<file path="src/rtl/pipemem_iox.sv">
// MEM-stage memory block: word-addressed data RAM with asynchronous read plus an
// IO window of output registers, synchronised input ports and a sticky change-status register.
module pipemem_iox #(
    parameter int ADDR_BITS = 5,
    parameter int NUM_OUT   = 2,
    parameter int NUM_IN    = 2
) (
    input  logic                  clock,
    input  logic                  reset,
    input  logic                  mwmem,
    input  logic                  mrmem,
    input  logic [31:0]           malu,
    input  logic [31:0]           mb,
    input  logic [32*NUM_IN-1:0]  in_ports,
    output logic [32*NUM_OUT-1:0] out_ports,
    output logic [31:0]           mmo,
    output logic [NUM_IN-1:0]     in_event
);
    localparam int DEPTH = 2 ** ADDR_BITS;

    logic                 io;
    logic [4:0]           ridx;
    logic [ADDR_BITS-1:0] widx;
    logic                 status_sel;
    logic                 status_w1c;
    logic                 status_cor;

    logic [31:0]       ram [DEPTH];
    logic [31:0]       out_reg   [NUM_OUT];
    logic [31:0]       sync1_reg [NUM_IN];
    logic [31:0]       sync2_reg [NUM_IN];
    logic [31:0]       prev_reg  [NUM_IN];
    logic [NUM_IN-1:0] flag_reg;
    logic [NUM_IN-1:0] flag_next;
    logic [NUM_OUT-1:0] out_wr;
    logic [31:0]       mmo_next;
    logic              unused_ok;

    assign io         = malu[7];
    assign ridx       = malu[6:2];
    assign widx       = malu[ADDR_BITS+1:2];
    assign status_sel = io && (ridx == 5'd31);
    // A simultaneous read+write of status behaves purely as a write.
    assign status_w1c = status_sel && mwmem;
    assign status_cor = status_sel && mrmem && !mwmem;
    assign unused_ok  = ^{malu[31:8], malu[1:0]};

    // RAM contents survive reset; stores presented while reset is high are dropped.
    always_ff @(posedge clock) begin
        if (!reset && mwmem && !io) begin
            ram[widx] <= mb;
        end
    end

    genvar gi;
    generate
        for (gi = 0; gi < NUM_OUT; gi++) begin : g_out
            assign out_wr[gi]                = io && mwmem && (ridx == 5'(gi));
            assign out_ports[32*gi +: 32]    = out_reg[gi];
        end
        for (gi = 0; gi < NUM_IN; gi++) begin : g_in
            // A fresh change outranks any clear landing on the same edge.
            assign flag_next[gi] = (sync2_reg[gi] != prev_reg[gi]) |
                                   (flag_reg[gi] & ~((status_w1c & mb[gi]) | status_cor));
        end
    endgenerate

    always_ff @(posedge clock or posedge reset) begin
        if (reset) begin
            for (int k = 0; k < NUM_OUT; k++) begin
                out_reg[k] <= '0;
            end
        end else begin
            for (int k = 0; k < NUM_OUT; k++) begin
                if (out_wr[k]) begin
                    out_reg[k] <= mb;
                end
            end
        end
    end

    always_ff @(posedge clock or posedge reset) begin
        if (reset) begin
            for (int k = 0; k < NUM_IN; k++) begin
                sync1_reg[k] <= '0;
                sync2_reg[k] <= '0;
                prev_reg[k]  <= '0;
            end
            flag_reg <= '0;
        end else begin
            for (int k = 0; k < NUM_IN; k++) begin
                sync1_reg[k] <= in_ports[32*k +: 32];
                sync2_reg[k] <= sync1_reg[k];
                prev_reg[k]  <= sync2_reg[k];
            end
            flag_reg <= flag_next;
        end
    end

    // Load path is purely combinational; same-cycle stores are not forwarded.
    always_comb begin
        mmo_next = '0;
        if (!io) begin
            mmo_next = ram[widx];
        end else begin
            for (int k = 0; k < NUM_OUT; k++) begin
                if (ridx == 5'(k)) begin
                    mmo_next = out_reg[k];
                end
            end
            for (int k = 0; k < NUM_IN; k++) begin
                if (ridx == 5'(16 + k)) begin
                    mmo_next = sync2_reg[k];
                end
            end
            if (ridx == 5'd31) begin
                mmo_next = 32'(flag_reg);
            end
        end
    end

    assign mmo      = mmo_next;
    assign in_event = flag_reg;

endmodule

</file>
<file path="config.mk">
export PLATFORM = sky130hd
export DESIGN_NAME = pipemem_iox
export DESIGN_NICKNAME = d
export VERILOG_FILES = /design/src/rtl/pipemem_iox.sv
export SDC_FILE = /design/constraint.sdc
export NUM_CORES = 1
export LEC_CHECK = 0
export CELL_PAD_IN_SITES_DETAIL_PLACEMENT = 1
export CELL_PAD_IN_SITES_GLOBAL_PLACEMENT = 1
export CORE_ASPECT_RATIO = 0.75
export CORE_MARGIN = 4
export CORE_UTILIZATION = 40
export DETAILED_ROUTE_END_ITERATION = 10
export PLACE_DENSITY = 0.61
export REMOVE_ABC_BUFFERS = 1
export SLEW_MARGIN = 40
export SYNTH_ARGS = -nofsm -noshare
export SYNTH_HDL_FRONTEND = slang
export SYNTH_SLANG_ARGS = --single-unit
</file>
<file path="constraint.sdc">
create_clock -name clock -period 11.9 [get_ports clock]
set_input_delay 2.38 -clock clock [delete_from_list [all_inputs] [get_ports clock]]
set_output_delay 2.38 -clock clock [all_outputs]
set_load 0.05 [all_outputs]
</file>
## Word level (Yosys, flattened, before mapping)

Memory sizes are Yosys's and may differ from the RTL's.
Index checks and enable logic that the tools add are counted.

- Bits in registers: 258
- Bits in latches: 0
- RAM bits: 1024
- Memory bits (read-only): 0
- Bits of input ports: 132
- Output and inout port bits: 98
- Logic and storage cells: 47
- Memories kept: 1

Memory list:

| memory | depth | width | rd ports | clocked after memory_dff | wr ports | RTL line | RTL |
|---|---|---|---|---|---|---|---|
| ram | 32 | 32 | 1 | 0 | 1 | 28 | `logic [31:0] ram [DEPTH];` |

- Add/sub/neg operators: 0
- Multiply operators: 0
- Divide/modulo/power cells: 0
- $lt $le $gt $ge: 0
- Eq/ne operators: 6
- Shift-type cells: 0
- Mux-type cells: 8
- Bitwise operators: 10
- Reduce and logical (&&, ||, !) cells: 13

Operators with widths:

| cell | count |
|---|---|
| two-way mux 32 bit | 6 |
| inequality test 32 bit | 2 |
| == test 5 bit, second input constant | 3 |
| logical AND 1 bit | 9 |
| == test 5 x 1 -> 1 bit, second input constant | 1 |
| zero test 5 bit | 1 |
| bitwise AND 1 bit | 4 |
| bitwise OR 1 bit | 4 |
| zero test 1 bit | 3 |
| two-way mux 1 bit | 2 |
| NOT 1 bit | 2 |

## Longest topological paths before layout

- Word-level depth: 8
- Gate-level depth with buffers: 8
- Gate-level depth less buffers: 5

## Worst setup path after synthesis

OpenSTA, ideal clock, no wires.

- Path type: in2out
- Start point: in malu[3]
- End point: out mmo[11]
- Arrival: 4169 ps
- Data required time: 9520 ps
- Slack: 5351 ps
- Stages on the path: 7
- Path buffers: 2
- Cell sequence: buf_2 > or3_4 > nor3_1 > clkbuf_1 > a22oi_1 > a31oi_1 > a21o_1

- Word-level cells in the longest chain between the ends: 7
- Elaborated cells on any way between the ends: 12
- Those cells by class: eq/ne: 4; mux: 6; reduce/logical: 1; memory: 1

RTL lines:

| what | RTL line | RTL |
|---|---|---|
| start, declared | 12 | `input logic [31:0] malu,` |
| zero test 5 bit | 107 | `if (ridx == 5'(k)) begin` |
| two-way mux 32 bit (2 in a row) | 107 |  |
| two-way mux 32 bit (2 in a row) | 112 | `if (ridx == 5'(16 + k)) begin` |
| two-way mux 32 bit | 116 | `if (ridx == 5'd31) begin` |
| two-way mux 32 bit (*) | 103 | `if (!io) begin` |
| end, declared | 16 | `output logic [31:0] mmo,` |

Mark *: on every way between the ends. The rest lies on a longest branch, timed or not.

## Worst setup path in the final report

- Start point: in malu[6]
- End point: out mmo[13]

Same word-level chain as after synthesis.

==> impl_metrics.ini <==
[status]
outcome = finished clean

[floorplanning]
die_h_um = 308
rows = 109
die-area_sq_um = 126000
ioPinCount = 230
die_w_um = 408
fp.coreArea_sq_um = 119000
initial_core_util_pct = 40.5

[timing]
slew_headroom_pct = 34.8
finalHoldViolCount = 0
rsz0062_at_grt = no
fin_worst_skew_ns = 0.0339
fmax_ghz = 0.111
slew_violations = 0
setup_viol = 0
fin_ws_ns = 2.91
post-route-min-period_ns = 8.99
period_share_pct = 75.5
tns_ns = 0
tightest_slew_ns = 0.969

[setup_path]
critPathCaptureType = output port
cp_slowest_cell = nor4_1
start_kind = input pin
required_ns = 9.52
critPathMaxStageDelay_ns = 0.76
cp_max_fo = 33
crit_type = in -> out
path_cells = clkdlybuf4s50_1 > buf_4 > or4b_2 > buf_4 > o22ai_1 > nor4_1 > a21oi_1 > a21o_1 > clkdlybuf4s50_1
cp.arrival_ns = 6.61

[pwr]
leakage_nw = 20.4
cellPowerDensity_nw_per_um2 = 170
ir_drop_v = 0.000120

[cts]
tritoncts = yes
clock_sinks = 1282
holdBufCountCts = 0
clockRootBuffer = clkbuf_16
cts_max_path_buffers = 3
postCtsSetupBuffers = 0
post_cts_resized = 0
clk_latency_ns = 0.74
htree_num_levels = 3
path_clk_slew_ns = 0.06
numCtsBuffers = 121

[final_layout]
top_register = ram
regArea_sq_um = 37200
nets = 3097
areaGrowthSynthToFinish_pct = 18.0
largest_reg_flops = 1024
multiInputGateArea_sq_um = 10500
fill_cells = 11000
drive_gt1_share_pct = 12.6

[placement]
post-place-ws_ns = 2.59
dp_hpwl_um = 90700
gp_congestion = 0.811
io_buffers = 203

[grt]
grt_usage_pct = 23.7
grt_pass1_vias = 27600
grt_start_max_net_pins = 120
grt_pass1_wl_um = 211000
overflow = 0
grt_antenna_before_repair = 7

[routing]
drtAntennaViolNets = 0
drc = 0
wl_per_cell_um = 32.8
totalWireLength_um = 152000
drt_iter0_drc = 2894
firstDrtPassIters = 5
viasPerCell = 5.83
vias = 27000

[logic_synthesis]
synth_seq_cells = 1282
yosysWarningCount = 0
ys_seq_area_share_pct = 77.5
synth_cell_types = 37
synth_area_sq_um = 48000
avgSynthCellArea_sq_um = 17.8
syn_inst = 2698

[run]
max_cap_viol_count = 0

[min_path]
hold_path.class = reg -> reg
[cells in the mapped netlist]
cell	number	share of area, %
buf_4	6	0.094
nand4bb_1	6	0.14
nor2b_1	1	0.013
a22oi_1	30	0.47
nor3b_2	1	0.026
o21a_1	2	0.031
nor4_1	68	0.89
nor3_1	5	0.052
o21ai_0	2	0.021
mux2i_1	512	11
or3_4	1	0.023
buf_2	60	0.63
nand3_1	6	0.063
buf_1	10	0.078
o22ai_1	258	3.4
nand2b_1	2	0.026
or4_1	1	0.016
a31oi_1	30	0.39
dfrtp_1	258	13
edfxtp_1	1024	64
or4b_1	4	0.083
nand3b_1	2	0.031
nand4_1	18	0.23
a21o_1	30	0.47
a21oi_1	32	0.33
or3_1	1	0.013
o311ai_1	2	0.036
nor2_1	64	0.50
nand2_1	36	0.28
xnor2_1	64	1.2
mux2_1	66	1.5
inv_1	1	0.0078
a21boi_0	1	0.016
clkbuf_1	83	0.65
or3b_1	4	0.073
nand4b_1	5	0.091
and3_1	2	0.026
[placed cells by master (no fill, tap or decap), types with 29 or more instances in the layout]
| master | count |
|---|---|
| nor2_4 | 29 |
| nor4_1 | 66 |
| a31oi_1 | 30 |
| nand2_1 | 36 |
| xnor2_1 | 63 |
| buf_4 | 77 |
| a21o_1 | 30 |
| o22ai_1 | 258 |
| buf_2 | 33 |
| mux2i_1 | 512 |
| edfxtp_1 | 1024 |
| nor2_1 | 35 |
| clkdlybuf4s50_1 | 169 |
| clkinv_2 | 34 |
| dfrtp_1 | 258 |
| clkbuf_16 | 123 |
| mux2_1 | 66 |
| a21oi_1 | 32 |
| a22oi_1 | 30 |
[cell type report]
class / instances / share of cell area (%)
Antenna cell: 1 / 0.00442
Clock buffer: 149 / 5.78
Clock inverter: 81 / 1.48
Inverter: 1 / 0.0199
Multi-Input combinational cell: 1256 / 18.5
Sequential cell: 1282 / 65.7
Tap cell: 1554 / 3.43
Timing Repair Buffer: 303 / 5.13
[through the flow]
step | power [mW] | hold WS [ns] | utilization [%] | instances | instance area (sq um)
after floorplan | 5.38 | 0.331 | - | 2539 | 47300
after global placement | 5.72 | 0.337 | 44.1 | 4377 | 52300
after detailed placement | 5.74 | 0.336 | 44.2 | 4391 | 52400
after CTS | 9.70 | 0.345 | 47.7 | 4621 | 56600
after global routing | 9.94 | 0.353 | 47.8 | 4626 | 56700
final | 9.63 | 0.343 | 47.8 | 4627 | 56700
[routing by layer]
layer	global-route usage (%)	part of all wire, %
met3	5.10	7.5
met5	0	0.022
met4	6.46	2.8
met1	34.7	45
met2	36.0	45
[critical path, delay by kind of cell]
| kind | cells | cell delay, ns |
|---|---|---|
| simple gates | 2 | 1.43 |
| compound gates | 3 | 0.57 |
| buf+inv | 4 | 2.12 |
[logic make-up (layout without fill, tap and decap cells)]
kind of cell / after synthesis / after routing / synth area share, %
xor+xnor: 64 / 64 / 1.17
buf+inv: 160 / 534 / 1.45
other cells: 0 / 1 / 0
mux: 578 / 578 / 12.2
compound gates: 387 / 387 / 5.13
simple gates: 227 / 227 / 2.58
flops: 1282 / 1282 / 77.5
[report_power, final]
group	switching [mW]	leakage, nW	total, mW	internal (mW)
Clock	1.72	2.02	3.99	2.26
Sequential	0.0552	12.3	4.98	4.92
Combinational	0.448	6.04	0.670	0.222
[path summary, 6_finish.rpt]
check,cells after the start,to,startpoint,slack [ns]
min in group asynchronous,2,prev_reg[16],reset,2.37
worst min register to register,0,sync2_reg[63],sync1_reg[63],0.34
worst min-delay path,0,sync2_reg[63],sync1_reg[63],0.34
worst max register to register,5,in_event[1],sync2_reg[0],9.43
worst max-delay path,9,mmo[13],malu[6],2.91
max in group asynchronous,3,sync1_reg[34],reset,8.44
Note: power is estimated with default switching activity, not from simulation.
